File: src/rtl/dpsk_tx_scheduler.sv
// dpsk_tx_scheduler: frame sequencer (preamble, MSB-first data, tail) feeding the DPSK modulator
module dpsk_tx_scheduler #(
    parameter int SPS       = 4,
    parameter int PRE_BITS  = 8,
    parameter int TAIL_BITS = 2
) (
    input  logic       clk,
    input  logic       rst,
    input  logic       start,
    input  logic [7:0] frame_len,
    input  logic [7:0] byte_data,
    input  logic       byte_valid,
    output logic       byte_ready,
    output logic       serial_data,
    output logic       mod_rst,
    output logic       sym_strobe,
    output logic       busy,
    output logic       done,
    output logic       underrun
);
    localparam int SW = $clog2(SPS);

    typedef enum logic [1:0] {IDLE, PREAMBLE, DATA, TAIL} state_t;

    state_t        state_q, state_d;
    logic [SW-1:0] sym_cnt_q, sym_cnt_d;
    logic [7:0]    idx_q, idx_d;
    logic [2:0]    bit_idx_q, bit_idx_d;
    logic [7:0]    bytes_left_q, bytes_left_d;
    logic [7:0]    shreg_q, shreg_d;
    logic          serial_q, serial_d;
    logic          busy_q, busy_d;
    logic          mod_rst_q, mod_rst_d;
    logic          sym_end, last_pre, last_bit, fetch;

    assign sym_end     = sym_cnt_q == SW'(SPS - 1);
    assign last_pre    = state_q == PREAMBLE && idx_q == 8'(PRE_BITS - 1);
    assign last_bit    = state_q == DATA && bit_idx_q == 3'd7;
    assign fetch       = sym_end && (last_pre || (last_bit && bytes_left_q > 8'd1));
    assign byte_ready  = fetch;
    assign underrun    = fetch && !byte_valid;
    assign done        = state_q == TAIL && sym_end && idx_q == 8'(TAIL_BITS - 1);
    assign sym_strobe  = state_q != IDLE && sym_cnt_q == '0;
    assign serial_data = serial_q;
    assign busy        = busy_q;
    assign mod_rst     = mod_rst_q;

    // state and datapath registers; reset aborts any frame in progress
    always_ff @(posedge clk or posedge rst) begin
        if (rst) begin
            state_q      <= IDLE;
            sym_cnt_q    <= '0;
            idx_q        <= '0;
            bit_idx_q    <= '0;
            bytes_left_q <= '0;
            shreg_q      <= '0;
            serial_q     <= 1'b1;
            busy_q       <= 1'b0;
            mod_rst_q    <= 1'b1;
        end else begin
            state_q      <= state_d;
            sym_cnt_q    <= sym_cnt_d;
            idx_q        <= idx_d;
            bit_idx_q    <= bit_idx_d;
            bytes_left_q <= bytes_left_d;
            shreg_q      <= shreg_d;
            serial_q     <= serial_d;
            busy_q       <= busy_d;
            mod_rst_q    <= mod_rst_d;
        end
    end

    // next-state: idx_q counts preamble symbols, then tail symbols
    always_comb begin
        state_d      = state_q;
        sym_cnt_d    = (state_q == IDLE || sym_end) ? '0 : sym_cnt_q + 1'b1;
        idx_d        = idx_q;
        bit_idx_d    = bit_idx_q;
        bytes_left_d = bytes_left_q;
        shreg_d      = shreg_q;
        serial_d     = serial_q;
        busy_d       = busy_q;
        mod_rst_d    = mod_rst_q;
        case (state_q)
            IDLE: if (start && frame_len != 8'd0) begin
                state_d      = PREAMBLE;
                idx_d        = '0;
                bytes_left_d = frame_len;
                serial_d     = 1'b1;
                busy_d       = 1'b1;
                mod_rst_d    = 1'b0;
            end
            PREAMBLE: if (sym_end && !last_pre) begin
                idx_d    = idx_q + 8'd1;
                serial_d = idx_q[0];
            end
            DATA: if (sym_end) begin
                if (!last_bit) begin
                    bit_idx_d = bit_idx_q + 3'd1;
                    shreg_d   = shreg_q << 1;
                    serial_d  = shreg_q[6];
                end else begin
                    bytes_left_d = bytes_left_q - 8'd1;
                    if (bytes_left_q == 8'd1) begin
                        state_d  = TAIL;
                        idx_d    = '0;
                        serial_d = 1'b1;
                    end
                end
            end
            TAIL: if (sym_end) begin
                if (done) begin
                    state_d   = IDLE;
                    idx_d     = '0;
                    serial_d  = 1'b1;
                    busy_d    = 1'b0;
                    mod_rst_d = 1'b1;
                end else begin
                    idx_d = idx_q + 8'd1;
                end
            end
        endcase
        if (fetch) begin
            if (byte_valid) begin
                state_d   = DATA;
                shreg_d   = byte_data;
                bit_idx_d = '0;
                serial_d  = byte_data[7];
            end else begin
                state_d  = TAIL;
                idx_d    = '0;
                serial_d = 1'b1;
            end
        end
    end
endmodule

File: config.mk
export PLATFORM = sky130hd
export DESIGN_NAME = dpsk_tx_scheduler
export DESIGN_NICKNAME = d
export VERILOG_FILES = /design/src/rtl/dpsk_tx_scheduler.sv
export SDC_FILE = /design/constraint.sdc
export NUM_CORES = 1
export LEC_CHECK = 0
export CELL_PAD_IN_SITES_DETAIL_PLACEMENT = 1
export CELL_PAD_IN_SITES_GLOBAL_PLACEMENT = 1
export CORE_MARGIN = 2
export CORE_UTILIZATION = 42
export DETAILED_ROUTE_END_ITERATION = 7
export PLACE_DENSITY_LB_ADDON = 0.3
export SLEW_MARGIN = 30
export SYNTH_ARGS = -nofsm -noshare
export SYNTH_HDL_FRONTEND = slang
export SYNTH_SLANG_ARGS = --single-unit
File: constraint.sdc
create_clock -name clk -period 2.6 [get_ports clk]
set_input_delay 0.65 -clock clk [delete_from_list [all_inputs] [get_ports clk]]
set_output_delay 0.65 -clock clk [all_outputs]
set_load 0.03 [all_outputs]
==> results.sh <==
export IMPL_status="finished, final reports clean"
export IMPL_maxSlewHeadroom_pct=53.5
export IMPL_cts_root_buf="clkbuf_8"
export IMPL_die_w_um=77.1
export IMPL_die_area_um2=5940
export IMPL_path_cells="inv_1 -> ha_1 -> or2_4 -> a31oi_4 -> o211ai_1 -> inv_1 -> buf_6"
export IMPL_crit_top_cell="inv_1"
export IMPL_fillCellCount=632
export IMPL_critPathTopFamily="compound AO/OA/AOI/OAI gates"
export IMPL_arrival_ns=1.92
export IMPL_ys_top_cells_by_area="dfrtp_1, ha_1, a21oi_1"
export IMPL_swShare_pct=25.0
export IMPL_synthTopCellsByCount="dfrtp_1, a21oi_1, inv_1, nor2_1"
export IMPL_ys_types=56
export IMPL_tightest_slew_ns=0.696
export IMPL_min_from="mod_rst$_DFFE_PP1P_"
export IMPL_finalSetupTns_ns=0
export IMPL_fmaxAchievable_mhz=389
export IMPL_cts_sinks=33
export IMPL_num_vias=2303
export IMPL_slew_viol_final=0
export IMPL_cp_slowest_cell="dfrtp_1"
export IMPL_hold_violations=0
export IMPL_grt_total_usage_pct=25.1
export IMPL_post_drt_wl_per_cell_um=18.3
export IMPL_first_pass_iters=4
export IMPL_netlist_area_um2=2240
export IMPL_required_ns=1.95
export IMPL_p_int_uw=730
export IMPL_critPathBufInv=3
export IMPL_hpwl_mm=4.97
export IMPL_via_per_inst=5.98
export IMPL_busiest_layer="met2"
export IMPL_use_met2_pct=43.0
export IMPL_ys_seq_elements=33
export IMPL_fp_dieH_um=77.1
export IMPL_grt_pass1_wl_mm=11.9
export IMPL_start_util_pct=43.6
export IMPL_ys_warn_count=0
export IMPL_place_ws_ns=-0.0552
export IMPL_diodes=0
export IMPL_r2r_start="state_q[0]$_DFFE_PP0P_"
export IMPL_synth_seq_area_share_pct=36.9
export IMPL_grt_max_degree=34
export IMPL_clock_latency_ns=0.30
export IMPL_power_frac_clock_pct=41.5
export IMPL_num_rows=26
export IMPL_peakVddDrop_v=0.000339
export IMPL_drcViolationCount=0
export IMPL_post_route_min_period_ns=2.57
export IMPL_max_stage_delay_ns=0.38
export IMPL_p_comb_share_pct=5.7
export IMPL_ys_flop_type="dfrtp_1"
export IMPL_synth_top_area_cell="dfrtp_1"
export IMPL_skew_ns=0.0106
export IMPL_wl_mm=7.04
export IMPL_synth_edff_count=0
export IMPL_grt_pass1_vias=2413
export IMPL_worstSetupPathType="flop to output pin"
export IMPL_setup_viol=0
export IMPL_syn_inst=256
export IMPL_cts_buffer_depth=2
export IMPL_yosysMostFrequentCell="dfrtp_1"
export IMPL_path_clk_slew_ns=0.08
export IMPL_syn_avg_cell_area_um2=8.76
export IMPL_switching_power_uw=243
export IMPL_rsz0062_at_grt="yes"
export IMPL_gp_congestion=0.831
export IMPL_worst_path_max_fanout=4
export IMPL_syn_nets=291
export IMPL_setup_worst_path_start="bytes_left_q[1]$_DFFE_PP0P_"
export IMPL_h_tree_depth=2
export IMPL_core_area_um2=5140
export IMPL_cp_end_kind="output pin"
export IMPL_syn_to_final_growth_pct=31.8
export IMPL_grtUsageMet1_pct=31.0
export IMPL_portBuffers=26
export IMPL_antenna_found_initial=0
export IMPL_grt_overflow=0
export IMPL_timing_final_crit_share_pct=99.0
export IMPL_cts_tree="built"
export IMPL_start_kind="flop"
export IMPL_ys_async_sr_fraction_pct=100
export IMPL_num_nets_final=349
export IMPL_cts_buffers=5
export IMPL_setup_slack_ns=0.0262
export IMPL_cap_violations=0
export IMPL_powerDensity_nw_per_um2=329
export IMPL_fin_util_pct=57.5
export IMPL_p_leak_uw=0.00126
export IMPL_drive_above_1_share_pct=20.6
export IMPL_drt_initial_drc_count=143
export IMPL_hold_class="flop to flop"
export IMPL_p_seq_share_pct=52.8
export IMPL_grtUsageMet3_pct=5.76
export IMPL_io_pins=27
export IMPL_synth_top_cell_area_share_pct=34.6
export IMPL_ant_nets=0
[per-layer routing]
layer | vias up | share of wire [%] | wire, µm
met5 | - | 0 | 0
met4 | 0 | 1.9 | 134
met3 | 12 | 4.2 | 296
met2 | 67 | 51 | 3580
met1 | 1158 | 43 | 3030
li1 | 1066 | - | -
[cell type report]
| type | count | area [µm²] | area share [%] |
|---|---|---|---|
| clock inverters | 3 | 17.5 | 0.592 |
| well taps | 70 | 87.6 | 2.96 |
| repair buffers | 62 | 529 | 17.9 |
| inverters | 20 | 75.1 | 2.54 |
| flip-flops and latches | 33 | 830 | 28.0 |
| multi-input cells | 192 | 1350 | 45.6 |
| clock buffers | 5 | 68.8 | 2.33 |
[layout by cell type (no fill, tap or decap), drive strengths merged, types with 2 or more instances in the layout]
cell type	n
buf	38
dfrtp	31
a21oi	29
clkdlybuf4s50	22
inv	20
nor2	18
o21ai	18
nand2	15
ha	15
mux2i	10
nand3	10
o211ai	7
clkbuf	6
nor3	6
a31oi	5
o21a	4
o32ai	4
or4	4
nand2b	3
and3	3
o31ai	3
a311oi	3
a211oi	2
o22ai	2
a21o	2
or3	2
clkinv	2
dfstp	2
nor4	2
a22oi	2
[worst min-delay path: stages, from the launching register on]
cell,delay [ns]
dfstp_2,0.38
inv_1,0.05
a21oi_1,0.05
[power by group through the flow]
stage                     Combinational [µW]  Clock [µW]  Sequential [µW]
after floorplan                         13.9           0              523
after global placement                  54.1           0              523
after detailed placement                55.4           0              523
after CTS                               55.8         407              513
after global routing                    61.5         436              513
final                                   55.4         404              513
[cells by family after synthesis]
logic type,after synthesis,synth area share (%)
XOR/XNOR,2,0.781
buffers and inverters,31,5.24
adder cells (fa/ha/maj),15,8.37
AO/OA/AOI/OAI,92,26.7
multiplexers,10,4.46
AND/OR/NAND/NOR,73,17.5
flip-flops,33,36.9
[flip-flops by register name, indices dropped and copies added, names as in the netlist]
name / cells
bit_idx_q: 3
busy: 1
bytes_left_q: 8
idx_q: 8
mod_rst: 1
serial_data: 1
shreg_q: 7
state_q: 2
sym_cnt_q: 2
[path summary, 6_finish.rpt]
path | to | slack, ns | depth (start not counted)
max | underrun | 0.03 | 7
min | mod_rst$_DFFE_PP1P_ | 0.48 | 2
max reg2reg | idx_q[6]$_DFF_PP0_ | 0.21 | 9
min reg2reg | mod_rst$_DFFE_PP1P_ | 0.48 | 2
max in group asynchronous | serial_data$_DFFE_PP1P_ | 1.51 | 3
min in group asynchronous | bytes_left_q[4]$_DFFE_PP0P_ | 0.75 | 3
[per-stage QoR]
step                cells  total power [µW]  hold WS (ns)  cell area (µm²)
finish                385               973         0.479             2960
floorplan             256               537         0.457             2240
detailed placement    367               578         0.472             2740
global placement      367               577         0.458             2740
CTS                   379               975         0.483             2870
global route          385              1010         0.513             2960
[repair_timing]
action                                  in CTS  in global routing
resized for setup                            5                 12
buffers inserted                             4                  5
endpoints found under the hold margin        0                  0
pin swaps                                    3                  4
hold buffers                                 0                  0
endpoints found under the setup margin       4                  3
(Power assumes the default switching activity.)
